--- src/rtl/retry_pkg.sv ---
// Shared encodings, header layout and output payload for the receive-side flit unpacker.
package retry_pkg;

    localparam int unsigned PAYLOAD_W = 512;
    localparam int unsigned CRC_W     = 16;
    localparam int unsigned FLIT_W    = PAYLOAD_W + CRC_W;
    localparam int unsigned LLCTRL_W  = 4;
    localparam int unsigned BYTE_W    = 8;
    localparam int unsigned RNUM_W    = 5;
    localparam int unsigned RUN_W     = 3;

    // Header field offsets inside the payload
    localparam int unsigned HDR_TYPE_BIT   = 0;
    localparam int unsigned HDR_EMPTY_BIT  = 1;
    localparam int unsigned HDR_ACK_BIT    = 2;
    localparam int unsigned HDR_LLCTRL_LSB = 4;
    localparam int unsigned HDR_SUB_LSB    = 8;
    localparam int unsigned HDR_BYTE_LSB   = 12;
    localparam int unsigned HDR_RNUM_LSB   = 20;
    localparam int unsigned HDR_RUN_LSB    = 25;

    // Polynomial 0x1F053 with the implicit x^16 term dropped
    localparam logic [CRC_W-1:0] CRC_POLY = 16'hF053;

    typedef enum logic [LLCTRL_W-1:0] {
        LLCTRL_RETRY = 4'b0011
    } llctrl_type_e;

    typedef enum logic [LLCTRL_W-1:0] {
        SUB_IDLE = 4'b0000,
        SUB_REQ  = 4'b0001,
        SUB_ACK  = 4'b0010
    } llctrl_sub_e;

    typedef struct packed {
        logic                valid_sig;
        logic                valid_crc;
        logic                flit_type;
        logic                all_data;
        logic                empty;
        logic [LLCTRL_W-1:0] llctrl;
        logic [LLCTRL_W-1:0] subtype;
        logic                req_seq;
        logic                ack_seq;
        logic [BYTE_W-1:0]   full_ack;
        logic [BYTE_W-1:0]   rdptr_eseq;
        logic [RNUM_W-1:0]   retry_num;
    } unpk_out_t;

endpackage

--- src/rtl/crc16_check.sv ---
// Combinational CRC-16 over a 512-bit payload, processed MSB-first.
module crc16_check
    import retry_pkg::*;
#(
    parameter logic [CRC_W-1:0] CRC_INIT = 16'h0000
) (
    input  logic [PAYLOAD_W-1:0] payload,
    output logic [CRC_W-1:0]     crc_c
);

    logic [CRC_W-1:0] crc_v;
    logic             fb;

    always_comb begin
        crc_v = CRC_INIT;
        fb    = 1'b0;
        for (int i = int'(PAYLOAD_W) - 1; i >= 0; i--) begin
            fb    = crc_v[CRC_W-1] ^ payload[i];
            crc_v = {crc_v[CRC_W-2:0], 1'b0} ^ (fb ? CRC_POLY : {CRC_W{1'b0}});
        end
        crc_c = crc_v;
    end

endmodule

--- src/rtl/llctrl_flit_unpacker.sv ---
// Receive-side flit decoder: CRC check, all-data run tracking and LLCTRL header decode.
module llctrl_flit_unpacker
    import retry_pkg::*;
#(
    parameter logic [CRC_W-1:0] CRC_INIT     = 16'h0000,
    parameter int unsigned      MAX_DATA_RUN = 4
) (
    input  logic              i_clk,
    input  logic              i_rst_n,
    input  logic              i_flit_valid,
    input  logic [527:0]      i_flit,
    input  logic              discard_received_flits,
    output logic              unpacker_valid_sig,
    output logic              unpacker_valid_crc,
    output logic              unpacker_flit_type,
    output logic              unpacker_all_data_flit_flag,
    output logic              unpacker_empty_bit,
    output logic [3:0]        unpacker_llctrl,
    output logic [3:0]        unpacker_llctrl_subtype,
    output logic              unpacker_req_seq_flag,
    output logic              unpacker_ack_seq_flag,
    output logic [7:0]        unpacker_full_ack,
    output logic [7:0]        unpacker_rdptr_eseq_num,
    output logic [4:0]        unpacker_retryreq_num
);

    localparam logic [RUN_W-1:0] RUN_MAX = RUN_W'(MAX_DATA_RUN);

    logic [PAYLOAD_W-1:0] payload;
    logic [CRC_W-1:0]     crc_rx;
    logic [CRC_W-1:0]     crc_calc_c;
    logic                 crc_ok_c;

    logic                 hdr_type;
    logic                 hdr_empty;
    logic                 hdr_ack;
    logic [LLCTRL_W-1:0]  hdr_llctrl;
    logic [LLCTRL_W-1:0]  hdr_sub;
    logic [BYTE_W-1:0]    hdr_byte;
    logic [RNUM_W-1:0]    hdr_rnum;
    logic [RUN_W-1:0]     hdr_run;
    logic [RUN_W-1:0]     run_sat_c;

    unpk_out_t            out_d, out_q;
    logic [RUN_W-1:0]     run_cnt_d, run_cnt_q;

    assign payload = i_flit[PAYLOAD_W-1:0];
    assign crc_rx  = i_flit[FLIT_W-1:PAYLOAD_W];

    crc16_check #(
        .CRC_INIT (CRC_INIT)
    ) u_crc (
        .payload (payload),
        .crc_c   (crc_calc_c)
    );

    assign crc_ok_c = (crc_calc_c == crc_rx);

    // Header field extraction; only meaningful outside a data run
    assign hdr_type   = payload[HDR_TYPE_BIT];
    assign hdr_empty  = payload[HDR_EMPTY_BIT];
    assign hdr_ack    = payload[HDR_ACK_BIT];
    assign hdr_llctrl = payload[HDR_LLCTRL_LSB +: LLCTRL_W];
    assign hdr_sub    = payload[HDR_SUB_LSB +: LLCTRL_W];
    assign hdr_byte   = payload[HDR_BYTE_LSB +: BYTE_W];
    assign hdr_rnum   = payload[HDR_RNUM_LSB +: RNUM_W];
    assign hdr_run    = payload[HDR_RUN_LSB +: RUN_W];
    assign run_sat_c  = (hdr_run > RUN_MAX) ? RUN_MAX : hdr_run;

    // Next-state decode: pulses default low, fields hold, run counter holds
    always_comb begin
        out_d           = out_q;
        out_d.valid_sig = 1'b0;
        out_d.valid_crc = 1'b0;
        out_d.req_seq   = 1'b0;
        out_d.ack_seq   = 1'b0;
        run_cnt_d       = run_cnt_q;

        if (i_flit_valid) begin
            if (!crc_ok_c) begin
                // Sender will replay, so the announced run is abandoned
                out_d     = '0;
                run_cnt_d = '0;
            end else begin
                out_d.valid_crc = 1'b1;
                if (run_cnt_q != '0) begin
                    out_d.valid_sig = ~discard_received_flits;
                    out_d.flit_type = 1'b0;
                    out_d.all_data  = 1'b1;
                    run_cnt_d       = run_cnt_q - RUN_W'(1);
                end else if (hdr_type) begin
                    out_d.valid_sig = 1'b1;
                    out_d.flit_type = 1'b1;
                    out_d.all_data  = 1'b0;
                    out_d.empty     = hdr_empty;
                    out_d.llctrl    = hdr_llctrl;
                    out_d.subtype   = hdr_sub;
                    if (hdr_llctrl == LLCTRL_RETRY && hdr_sub == SUB_REQ) begin
                        out_d.req_seq    = 1'b1;
                        out_d.rdptr_eseq = hdr_byte;
                        out_d.retry_num  = hdr_rnum;
                    end else if (hdr_llctrl == LLCTRL_RETRY && hdr_sub == SUB_ACK) begin
                        out_d.ack_seq   = 1'b1;
                        out_d.full_ack  = hdr_byte;
                        out_d.retry_num = hdr_rnum;
                    end
                end else begin
                    out_d.valid_sig = ~discard_received_flits;
                    out_d.flit_type = 1'b0;
                    out_d.all_data  = 1'b0;
                    out_d.empty     = hdr_empty;
                    if (hdr_ack) begin
                        out_d.full_ack = hdr_byte;
                    end
                    run_cnt_d = run_sat_c;
                end
            end
        end
    end

    always_ff @(posedge i_clk or negedge i_rst_n) begin
        if (!i_rst_n) begin
            out_q     <= '0;
            run_cnt_q <= '0;
        end else begin
            out_q     <= out_d;
            run_cnt_q <= run_cnt_d;
        end
    end

    assign unpacker_valid_sig          = out_q.valid_sig;
    assign unpacker_valid_crc          = out_q.valid_crc;
    assign unpacker_flit_type          = out_q.flit_type;
    assign unpacker_all_data_flit_flag = out_q.all_data;
    assign unpacker_empty_bit          = out_q.empty;
    assign unpacker_llctrl             = out_q.llctrl;
    assign unpacker_llctrl_subtype     = out_q.subtype;
    assign unpacker_req_seq_flag       = out_q.req_seq;
    assign unpacker_ack_seq_flag       = out_q.ack_seq;
    assign unpacker_full_ack           = out_q.full_ack;
    assign unpacker_rdptr_eseq_num     = out_q.rdptr_eseq;
    assign unpacker_retryreq_num       = out_q.retry_num;

endmodule

--- config.mk ---
export PLATFORM = sky130hd
export DESIGN_NAME = llctrl_flit_unpacker
export DESIGN_NICKNAME = d
export VERILOG_FILES = /design/src/rtl/retry_pkg.sv /design/src/rtl/crc16_check.sv /design/src/rtl/llctrl_flit_unpacker.sv
export SDC_FILE = /design/constraint.sdc
export NUM_CORES = 1
export LEC_CHECK = 0
export CAP_MARGIN = 5
export CORE_MARGIN = 3
export CORE_UTILIZATION = 45
export DETAILED_ROUTE_END_ITERATION = 10
export PLACE_DENSITY = 0.73
export SETUP_SLACK_MARGIN = 0.02
export SLEW_MARGIN = 15
export SYNTH_ARGS = -nofsm -noshare
export SYNTH_HDL_FRONTEND = slang
export SYNTH_HIERARCHICAL = 1
export SYNTH_SLANG_ARGS = --single-unit
--- constraint.sdc ---
create_clock -name i_clk -period 2.79 [get_ports i_clk]
set_input_delay 0.558 -clock i_clk [delete_from_list [all_inputs] [get_ports i_clk]]
set_output_delay 0.558 -clock i_clk [all_outputs]
set_load 0.005 [all_outputs]
==> flow_summary.toml <==
[detailed_routing]
post-route-drc-count = 0
routed_via_density = 4.921
dr_total_vias = 37310
drt-initial-drc-count = 2411
ant_nets = 0
first_pass_iters = 5
drt-total-wl_um = 167800
wire_per_inst_um = 22.14

[final_layout]
final_nets = 6596
utilization = 0.7162
fill_cells = 7042
finalNonFillerCells = 7581
area_growth_pct = 56.63
drive_gt1_frac = 0.5275
final_area_um2 = 81230

[sta]
slew_violations = 0
setup_viol = 39
tightest_slew_ns = 0.6779
period_needed_ns = 38.68
period_share = 13.86
hold_viol_final = 0
rsz0062_at_grt = "true"
hold_ws_ns = 0.4957
fin_skew_ns = 0.006708
fmax_mhz = 25.85
slew_headroom = 0.5464
fin_ws_ns = -35.89

[global_routing]
overflow = 0
grt_pass1_wl_um = 244400
grt_max_degree = 40
track_usage = 0.2661
grt_pass1_vias = 40590
antenna_found_initial = 44

[logic_synthesis]
yosysMostFrequentCell = "xnor2_1"
synth.avg_cell_area_um2 = 15.07
yosysTopAreaCellShare = 0.4877
synth_top_area_cell = "xnor3_1"
synthCells = 3441
synth_edf_count = 0
synth_flop_cell = "dfrtp_1"
yosysWarnings = 6
ys_seq_area_frac = 0.01882
ys_ff_latch = 39
syn_area_um2 = 51860
synthTopCellsByArea = "xnor3_1 49%, xnor2_1 20%, xor3_1 9.2%"
netlist_top_cells_count = "1186 x xnor2_1, 1123 x xnor3_1, 512 x xor2_1, 200 x xor3_1, 107 x xnor2_2"
synth_fp_nets = 3975
yosysUniqueCellTypes = 42
async_flop_share = 1.000

[run_status]
outcome = "complete, but fails checks"
violations = "negative setup slack"

[die]
core_um2 = 113400
rows = 123
die_w_um = 345.5
ios = 568
start_util = 0.4572
fp.dieArea_um2 = 119400
fp.dieH_um = 345.5

[setup_path]
setup.worst_path.class = "in -> reg"
cp.required_ns = 3.00
critPathLaunchType = "primary input"
max_stage_delay_ns = 0.57
endpoint_kind = "register"
cp.arrival_ns = 38.89
path_max_fanout = 10
cp_slowest_cell = "xnor3_2"
critPathMostFrequentCell = "xnor3_2"

[placed_design]
placed_cells = 7355
portBuffers = 567
place_congestion = 0.9462
place_area_um2 = 77350
dpl.hpwl_um = 140900

[clock_network]
cts_buffer_depth = 2
cts_tree = "done"
cts_sinks = 39
insertion_delay_ns = 0.28
htree_levels = 2
cts_buffers = 5
cts_hold_buffers = 0
clock_tree.root_cell = "clkbuf_16"
clk_pin_slew_ns = 0.06

[min_path]
hold_class = "reg -> reg"

[run]
drv_cap = 0
[per-layer routing]
metal | track usage | up-vias | part of all wire
met2 | 0.4734 | 1196 | 0.51
met3 | 0.05101 | 269 | 0.069
met4 | 0.05380 | 52 | 0.025
li1 | - | 17090 | -
met5 | 0 | - | 0.0021
met1 | 0.3383 | 18700 | 0.39
[through the flow]
stage / setup slack [ns] / TNS [ns]
2_1_floorplan: -33.72 / -1311.86
3_3_place_gp: -36.05 / -1402.45
3_5_place_dp: -36.69 / -1425.77
4_1_cts: -35.20 / -1368.71
5_1_grt: -36.87 / -1434.10
6_report: -35.89 / -1395.74
[worst paths after layout]
check                                                    start                                      to  slack [ns]  cells after the start
worst max-delay path                               i_flit[500]  unpacker_rdptr_eseq_num[1]$_DFFE_PN0P_      -35.89                    116
worst min-delay path            unpacker_flit_type$_DFFE_PN0P_          unpacker_flit_type$_DFFE_PN0P_        0.50                      1
worst max register to register        run_cnt_q[0]$_DFFE_PN0P_  unpacker_rdptr_eseq_num[1]$_DFFE_PN0P_        0.65                      8
worst min register to register  unpacker_flit_type$_DFFE_PN0P_          unpacker_flit_type$_DFFE_PN0P_        0.50                      1
max in group asynchronous                              i_rst_n                run_cnt_q[2]$_DFFE_PN0P_        1.74                      2
min in group asynchronous                              i_rst_n        unpacker_full_ack[6]$_DFFE_PN0P_        0.70                      2
[area by class of cell]
cell class / count / area (um^2) / share of cell area
multi-input combinational: 3372 / 56350 / 0.6937
timing repair buffer: 2635 / 21800 / 0.2684
tap: 1500 / 1877 / 0.02310
sequential: 39 / 975.9 / 0.01201
clock buffer: 5 / 125.1 / 0.001540
antenna: 18 / 45.04 / 0.0005545
inverter: 9 / 33.78 / 0.0004159
clock inverter: 3 / 20.02 / 0.0002464
[worst max-delay path, delay by kind of cell]
kind / cells / cell delay, ns
simple gates: 3 / 0.78
buf+inv: 21 / 3.90
compound gates: 1 / 0.19
xor+xnor: 91 / 33.41
[cells in the final DEF, fill, tap and decap left out, types with 8 or more instances in the layout]
cell type	netlist	routed
a22o_1	21	21
a22oi_1	8	8
buf_12	0	46
buf_4	8	2015
clkdlybuf4s50_1	0	562
dfrtp_1	39	39
diode_2	0	18
inv_1	9	8
o2bb2ai_1	11	11
xnor2_1	1186	891
xnor2_2	107	307
xnor2_4	11	106
xnor3_1	1123	774
xnor3_2	74	423
xor2_1	512	373
xor2_2	43	118
xor2_4	5	69
xor3_1	200	135
xor3_2	21	86
[sequential cells by signal (all words and copies together), names as in the netlist]
| name | cells |
|---|---|
| run_cnt_q | 3 |
| unpacker_ack_seq_flag | 1 |
| unpacker_all_data_flit_flag | 1 |
| unpacker_empty_bit | 1 |
| unpacker_flit_type | 1 |
| unpacker_full_ack | 8 |
| unpacker_llctrl | 4 |
| unpacker_llctrl_subtype | 4 |
| unpacker_rdptr_eseq_num | 8 |
| unpacker_req_seq_flag | 1 |
| unpacker_retryreq_num | 5 |
| unpacker_valid_crc | 1 |
| unpacker_valid_sig | 1 |
[cells by family after synthesis]
logic type      count (synthesis)  synth area share
xor+xnor                     3282            0.9657
fa+ha+maj                       2         0.0004824
buf+inv                        30          0.002871
simple gates                   31          0.003812
compound gates                 57          0.008323
flops                          39           0.01882
[timing repair]
item	4_1_cts	5_1_grt
pin swaps	73	56
setup endpoints to repair	39	39
buffers inserted	120	80
resized for setup	237	151
Power is not shown: default switching activity piles up to over one toggle a cycle in this logic, so the estimate is an artifact.
